<file path="config.mk">
export PLATFORM = sky130hd
export DESIGN_NAME = ibus_rdata_tx
export DESIGN_NICKNAME = d
export VERILOG_FILES = /design/src/rtl/ibus_rdata_tx.sv
export SDC_FILE = /design/constraint.sdc
export NUM_CORES = 1
export LEC_CHECK = 0
export BUFFER_PORTS_ARGS = -buffer_cell sky130_fd_sc_hd__buf_2
export CORE_MARGIN = 4
export CORE_UTILIZATION = 50
export DETAILED_ROUTE_END_ITERATION = 16
export PLACE_DENSITY = 0.7
export SYNTH_ARGS = -nofsm -noshare
export SYNTH_HDL_FRONTEND = slang
export SYNTH_SLANG_ARGS = --single-unit
export TNS_END_PERCENT = 20
</file>
<file path="constraint.sdc">
create_clock -name clk -period 5.26 [get_ports clk]
set_input_delay 0.789 -clock clk [delete_from_list [all_inputs] [get_ports clk]]
set_output_delay 0.789 -clock clk [all_outputs]
set_load 0.1 [all_outputs]
</file>
<file path="src/rtl/ibus_rdata_tx.sv">
// ibus_rdata_tx
// Serializes 16-bit instruction-bus read-data words onto a single UART-style
// line: one start bit (0), 16 data bits LSB first, one stop bit (1). Each bit
// lasts CLKS_PER_BIT clock cycles. A one-entry holding buffer lets the next
// word be accepted while the current frame is on the line, so frames can run
// back to back.
//
// Ports
//   clk          : sole clock, rising edge
//   rst          : synchronous active-high reset
//   rdata_valid  : ibus_rdata holds a word to send this cycle
//   ibus_rdata   : 16-bit word to serialize
//   rdata_ready  : holding buffer empty (word taken on valid & ready)
//   clr_ovr      : clears the overrun flag
//   tx           : registered serial line, idles high
//   busy         : frame in progress or holding buffer occupied
//   overrun      : sticky, a word was offered while the buffer was full
//   frames_sent  : completed-frame counter, wraps modulo 256
//   o_dbg_state  : current FSM state (IDLE=0, START=1, DATA=2, STOP=3)
//
// Handshake: a word transfers on a rising edge where rdata_valid and
// rdata_ready are both high. rdata_ready depends only on registered state,
// never on rdata_valid. A word offered while rdata_ready is low is dropped
// and sets overrun; the producer is not stalled.
module ibus_rdata_tx #(
  parameter int CLKS_PER_BIT = 16
) (
  input  logic        clk,
  input  logic        rst,
  input  logic        rdata_valid,
  input  logic [15:0] ibus_rdata,
  output logic        rdata_ready,
  input  logic        clr_ovr,
  output logic        tx,
  output logic        busy,
  output logic        overrun,
  output logic [7:0]  frames_sent,
  output logic [1:0]  o_dbg_state
);

  typedef enum logic [1:0] {
    S_IDLE  = 2'd0,
    S_START = 2'd1,
    S_DATA  = 2'd2,
    S_STOP  = 2'd3
  } state_t;

  localparam logic [9:0] LAST_CNT = 10'(CLKS_PER_BIT - 1);

  state_t      r_state;
  logic [9:0]  r_cnt;
  logic [4:0]  r_bit_idx;
  logic [15:0] r_shift;
  logic        r_tx;
  logic [15:0] r_buf_data;
  logic        r_buf_full;
  logic        r_overrun;
  logic [7:0]  r_frames;

  state_t      w_state_next;
  logic [9:0]  w_cnt_next;
  logic [4:0]  w_idx_next;
  logic [15:0] w_shift_next;
  logic        w_tx_next;
  logic        w_pull;
  logic        w_frame_done;
  logic        w_bit_end;
  logic        w_accept;
  logic        w_drop;

  // Accept and drop both look at the buffer state from the previous edge, so a
  // pull and an accept can never land on the same edge.
  assign w_accept  = rdata_valid & ~r_buf_full;
  assign w_drop    = rdata_valid & r_buf_full;
  assign w_bit_end = (r_cnt == LAST_CNT);

  // tx is registered from the value the line must carry in the NEXT state, so
  // the line changes on the same edge as the state and never glitches.
  always_comb begin
    w_state_next = r_state;
    w_cnt_next   = r_cnt;
    w_idx_next   = r_bit_idx;
    w_shift_next = r_shift;
    w_tx_next    = r_tx;
    w_pull       = 1'b0;
    w_frame_done = 1'b0;
    case (r_state)
      S_IDLE: begin
        w_tx_next  = 1'b1;
        w_cnt_next = '0;
        if (r_buf_full) begin
          w_pull       = 1'b1;
          w_shift_next = r_buf_data;
          w_state_next = S_START;
          w_tx_next    = 1'b0;
        end
      end
      S_START: begin
        if (w_bit_end) begin
          w_cnt_next   = '0;
          w_idx_next   = '0;
          w_state_next = S_DATA;
          w_tx_next    = r_shift[0];
        end else begin
          w_cnt_next = r_cnt + 10'd1;
        end
      end
      S_DATA: begin
        if (w_bit_end) begin
          w_cnt_next = '0;
          if (r_bit_idx == 5'd15) begin
            w_state_next = S_STOP;
            w_tx_next    = 1'b1;
          end else begin
            // r_shift[0] is the bit now on the line; [1] is the next one.
            w_idx_next   = r_bit_idx + 5'd1;
            w_shift_next = {1'b0, r_shift[15:1]};
            w_tx_next    = r_shift[1];
          end
        end else begin
          w_cnt_next = r_cnt + 10'd1;
        end
      end
      S_STOP: begin
        if (w_bit_end) begin
          w_cnt_next   = '0;
          w_frame_done = 1'b1;
          if (r_buf_full) begin
            // Chain straight into the next start bit, no idle cycle.
            w_pull       = 1'b1;
            w_shift_next = r_buf_data;
            w_state_next = S_START;
            w_tx_next    = 1'b0;
          end else begin
            w_state_next = S_IDLE;
            w_tx_next    = 1'b1;
          end
        end else begin
          w_cnt_next = r_cnt + 10'd1;
        end
      end
      default: begin
        w_state_next = S_IDLE;
        w_tx_next    = 1'b1;
        w_cnt_next   = '0;
      end
    endcase
  end

  always_ff @(posedge clk) begin
    if (rst) begin
      r_state    <= S_IDLE;
      r_cnt      <= '0;
      r_bit_idx  <= '0;
      r_shift    <= '0;
      r_tx       <= 1'b1;
      r_buf_data <= '0;
      r_buf_full <= 1'b0;
      r_overrun  <= 1'b0;
      r_frames   <= '0;
    end else begin
      r_state   <= w_state_next;
      r_cnt     <= w_cnt_next;
      r_bit_idx <= w_idx_next;
      r_shift   <= w_shift_next;
      r_tx      <= w_tx_next;
      if (w_pull) begin
        r_buf_full <= 1'b0;
      end else if (w_accept) begin
        r_buf_full <= 1'b1;
        r_buf_data <= ibus_rdata;
      end
      // A drop in the same cycle as clr_ovr leaves the flag set.
      if (w_drop) begin
        r_overrun <= 1'b1;
      end else if (clr_ovr) begin
        r_overrun <= 1'b0;
      end
      if (w_frame_done) begin
        r_frames <= r_frames + 8'd1;
      end
    end
  end

  assign rdata_ready = ~r_buf_full;
  assign tx          = r_tx;
  assign busy        = (r_state != S_IDLE) | r_buf_full;
  assign overrun     = r_overrun;
  assign frames_sent = r_frames;
  assign o_dbg_state = r_state;

endmodule
</file>
### Yosys cells after proc, flatten, opt, wreduce, memory -nomap -nowiden

Cells that the tools add are included.
W data, S select, Z words.

* add/sub/neg operators: 3
* equality and inequality tests: 11
* bitwise logic cells: 5
* reduce and logical (&&, ||, !) cells: 12
* multiplexer cells: 31

Operator list (number)
* $mux W16: 4
* $pmux W16 S3: 1
* $pmux W10 S2: 1
* $mux W5: 3
* $mux W1: 12
* $ne A2 B2 Y1 const B: 6
* $add A10 B1 Y10 const B: 1
* $eq A10 B4 Y1 const B: 1
* $mux W10: 1
* $mux W2: 5
* $pmux W5 S2: 1
* $add A8 B1 Y8 const B: 1
* $pmux W2 S4: 1
* $reduce_and A4 Y1: 2
* $reduce_bool A2 Y1: 3
* $add A5 B1 Y5 const B: 1
* $eq A5 B4 Y1 const B: 1
* $reduce_and A5 Y1: 1
* $eq A2 B2 Y1 const B: 2
* $pmux W1 S4: 1
* $reduce_and A3 Y1: 1
* $reduce_bool A3 Y1: 1
* $reduce_or A3 Y1: 1
* $and A1 B1 Y1: 2
* other kinds (7): 8

* flip-flop bits (word level): 60
* word-level logic and storage cells: 71
* bits of input ports: 20

### Longest topological paths before layout

* depth in word-level cells: 5
* mapped depth: 9
* mapped depth without buffers: 7

### Worst setup path after synthesis

Ideal clock, no wire load.

* path kind: register to register
* start point: register r_state[0] (netlist: o_dbg_state[0])
* end point: register r_state[0] (netlist: o_dbg_state[0])
* period minus slack after synthesis: 3.118 ns
* cell stages (with the launch flop): 7
* data arrival time: 3.027 ns
* data required time: 5.169 ns
* slack: 2.142 ns
* path through: dfxtp_1 > inv_1 > ha_1 > nand2b_1 > o21ai_0 > o31a_1 > a311oi_1

* cells in the longest elaborated chain, start to end: 3
* elaborated cells on any way between the ends: 11
* classes of those cells: eq/ne (8); mux (1); reduce/logical (2)

RTL lines
* from (decl): line 50 `state_t r_state;`
* from (signal assigned): line 162 `r_state <= w_state_next;`
* $eq A2 B2 Y1, or another cell as far along: line 87 `case (r_state)`
* $ne A2 B2 Y1 (no source line)
* $reduce_and A5 Y1 (no source line)

Parallel ways exist; a longest one is shown, timed or not.
A chain may end at the register's enable or synchronous reset.

### Worst setup path in the final report

* start point: register r_state[0] (netlist: o_dbg_state[0])
* end point: register r_shift[9]

* cells in the longest elaborated chain, start to end: 3
* elaborated cells on any way between the ends: 9
* classes of those cells: eq/ne (5); mux (1); reduce/logical (3)

RTL lines
* $eq A2 B2 Y1 / $logic_not A2 Y1 (equally long branches): line 87
* $ne A2 B2 Y1 (no source line) / $reduce_bool A3 Y1 (equally long branches)
* $reduce_and A4 Y1 (no source line)
* to (signal assigned): line 165 `r_shift <= w_shift_next;`
* to (decl): line 53 `logic [15:0] r_shift;`

Parallel ways exist; a longest one is shown, timed or not.

==> results.yml <==
detailed_routing:
  via_per_inst: 5.48
  drcViolationCount: 0
  firstDrtPassIters: 4
  vias: 2245
  post_drt_wl_per_cell_um: 13.4
  wl_mm: 5.50
  drtIter0Drc: 192
  ant_nets: 0
critical_path:
  cp-end-kind: "flip-flop"
  arrival_ps: 2750
  cp_max_fo: 27
  r2r_start: "o_dbg_state[0]"
  reg2reg_to: "r_shift[9]"
  path_class: "flip-flop to flip-flop"
  worst_ep_required_time_ps: 5430
  startpoint: "o_dbg_state[0]"
  crit_end: "r_shift[9]"
  start_kind: "flip-flop"
  reg2reg_depth: 8
  reg2reg_setup_slack_ps: 2680
timing:
  worst_pin_slew_ps: 1060
  finalHoldViolCount: 0
  max_freq_mhz: 387
  period_needed_ps: 2580
  finalMaxSlewViolations: 0
  tns_ps: 0
  clock_skew_ps: 6.78
  slew_headroom_pct: 28.9
  rsz0062_at_grt: "no"
  finalCritPeriodShare_pct: 49.1
  setup_viol: 0
  fin_ws_ps: 2680
synth:
  synth_seq_area_share_pct: 44.1
  synth_area_um2: 2720
  synth_nets: 339
  async_flop_share_pct: 0
  synth_flop_cell: "dfxtp_1"
  synth-edff-count: 0
  synth.distinct_cells: 43
  avgSynthCellArea_um2: 8.81
  yosys_warnings: 0
  synth-seq-cells: 60
  netlist_instances: 309
clock_network:
  postCtsHoldBufs: 0
  postCtsResizedCells: 0
  clk_pin_slew_ps: 60
  clock_latency_ps: 330
  htree_levels: 3
  post_cts_buffers: 0
  cts_buffers: 9
  cts_root_buf: "clkbuf_8"
  cts_buffer_depth: 2
  cts.sinks: 60
  cts_tree: "yes"
placed_design:
  port_buffers: 33
  hpwl_mm: 3.65
  gp_congestion: 0.743
  place_ws_ps: 2720
  dp_cells: 395
power_and_ir_drop:
  intPower_uw: 964
  p_leak_nw: 1.15
  vdd_ir_drop_max_uv: 282
  seqPwrFrac_pct: 37.7
  swShare_pct: 38.1
  switchingPower_uw: 593
  clkPwrFrac_pct: 27.2
  power_mw: 1.56
  cellPowerDensity_nw_per_um2: 500
  combPwrFrac_pct: 35.1
floorplan:
  dieArea_um2: 6690
  core_um2: 5200
  io_pins: 34
  num_rows: 26
  start_util_pct: 52.3
  die_w_um: 81.8
  dieHeight_um: 81.8
final_layout:
  diodes: 0
  syn_to_final_growth_pct: 14.4
  final_cell_count_no_fill: 410
  final_nets: 366
  fill_cells: 472
  final_core_util_pct: 59.8
  drive_gt1_share_pct: 16.8
global_route:
  antenna_found_initial: 0
  grt_max_degree: 55
  grt_pass1_wl_mm: 9.55
  overflow: 0
  track_usage_pct: 18.7
  grt_pass1_vias: 2146
hold_path:
  worstHoldStart: "r_buf_data[9]"
  hold_path_class: "flip-flop to flip-flop"
outcome:
  status: "finished, final reports clean"
run:
  cap_violations: 0
[stage by stage]
stage | hold WS [ps] | cell area (um2)
floorplan | 426 | 2720
global placement | 442 | 2910
detailed placement | 447 | 2910
CTS | 455 | 3110
global route | 477 | 3110
finish | 454 | 3110
[registers in the layout, summed over array words and instances, names as in the netlist]
| register | cells |
|---|---|
| frames_sent | 8 |
| tx | 1 |
| r_buf_full | 1 |
| o_dbg_state | 2 |
| r_shift | 16 |
| r_bit_idx | 5 |
| r_cnt | 10 |
| r_buf_data | 16 |
| overrun | 1 |
[cell usage in the layout, fill, tap and decap left out, types with 2 or more instances in the layout]
master    netlist  final
mux2i_1        17     17
nor2_1         19     19
buf_4           0      2
nand2b_1        4      4
dfxtp_1        60     60
nand4_1         5      5
inv_1           9      9
xor2_1          7      7
a311oi_1        2      2
or3_1           4      4
o31ai_1         2      2
a31o_2          2      2
or4_1           4      4
ha_1           10     10
a211oi_1       18     18
nand3_1         6      6
xnor2_1         2      2
buf_2           5     33
clkbuf_1       13      2
a21oi_1        43     43
and3_1          2      2
nand2_1        42     42
nor2b_1         4      4
clkbuf_8        0     12
and4_1          2      2
o21ai_0         8      8
[area by class of cell]
type	count	area, um2	area share, %
Clock buffer	14	173	5.54
Clock inverter	1	30.0	0.964
Inverter	9	33.8	1.08
Multi-Input combinational cell	221	1410	45.2
Sequential cell	60	1200	38.6
Tap cell	70	87.6	2.81
Timing Repair Buffer	35	180	5.79
[cells by family (layout without fill, tap and decap cells)]
logic type | count (synthesis) | count (layout) | synth area share (%)
AND/OR/NAND/NOR | 103 | 103 | 19.1
flip-flops | 60 | 60 | 44.1
multiplexers | 17 | 17 | 6.25
AO/OA/AOI/OAI | 82 | 82 | 18.9
buffers and inverters | 28 | 59 | 4.14
XOR/XNOR | 9 | 9 | 2.90
adder cells (fa/ha/maj) | 10 | 10 | 4.60
[cells in the mapped netlist, drive strengths merged (4+ instances only)]
| library cell | instances | area, um2 |
|---|---|---|
| a211oi | 18 | 135 |
| a21oi | 43 | 215 |
| buf | 5 | 25.0 |
| clkbuf | 14 | 53.8 |
| dfxtp | 60 | 1200 |
| ha | 10 | 125 |
| inv | 9 | 33.8 |
| mux2i | 17 | 170 |
| nand2 | 42 | 158 |
| nand2b | 4 | 25.0 |
| nand3 | 6 | 30.0 |
| nand4 | 6 | 43.8 |
| nor2 | 20 | 77.6 |
| nor2b | 4 | 25.0 |
| o21ai | 9 | 45.0 |
| or3 | 5 | 32.5 |
| or4 | 4 | 30.0 |
| xor2 | 7 | 61.3 |
[power by group through the flow]
stage	Clock, mW	Combinational [mW]	Sequential [mW]
after CTS	0.431	0.549	0.586
after global routing	0.454	0.601	0.595
after floorplan	0	0.385	0.653
after global placement	0	0.539	0.593
after detailed placement	0	0.546	0.595
final	0.424	0.547	0.586
[worst max-delay path, stage by stage, from the launching register on]
cell and delay [ps]:
dfxtp_1 350, inv_1 160, ha_1 180, buf_4 340, nor2_1 70, a211oi_1 190
buf_4 250, and2_0 680, a211oi_1 180
[metal layers]
metal	GRT usage, %	vias up	share of wire, %
met4	12.1	0	2.4
met2	28.8	33	46
li1	-	1152	-
met5	0	-	0
met1	23.4	1049	47
met3	4.06	11	3.8
[worst min-delay path by stage]
stage / endpoint / slack (ps) / depth (start not counted)
after floorplan: r_cnt[0] / 430 / 1
after global placement: r_cnt[0] / 440 / 1
final: r_buf_data[9] / 450 / 2
after detailed placement: r_buf_data[9] / 450 / 2
after CTS: r_buf_data[9] / 460 / 2
after global routing: r_buf_data[8] / 480 / 2
Note: power is estimated with default switching activity, not from simulation.
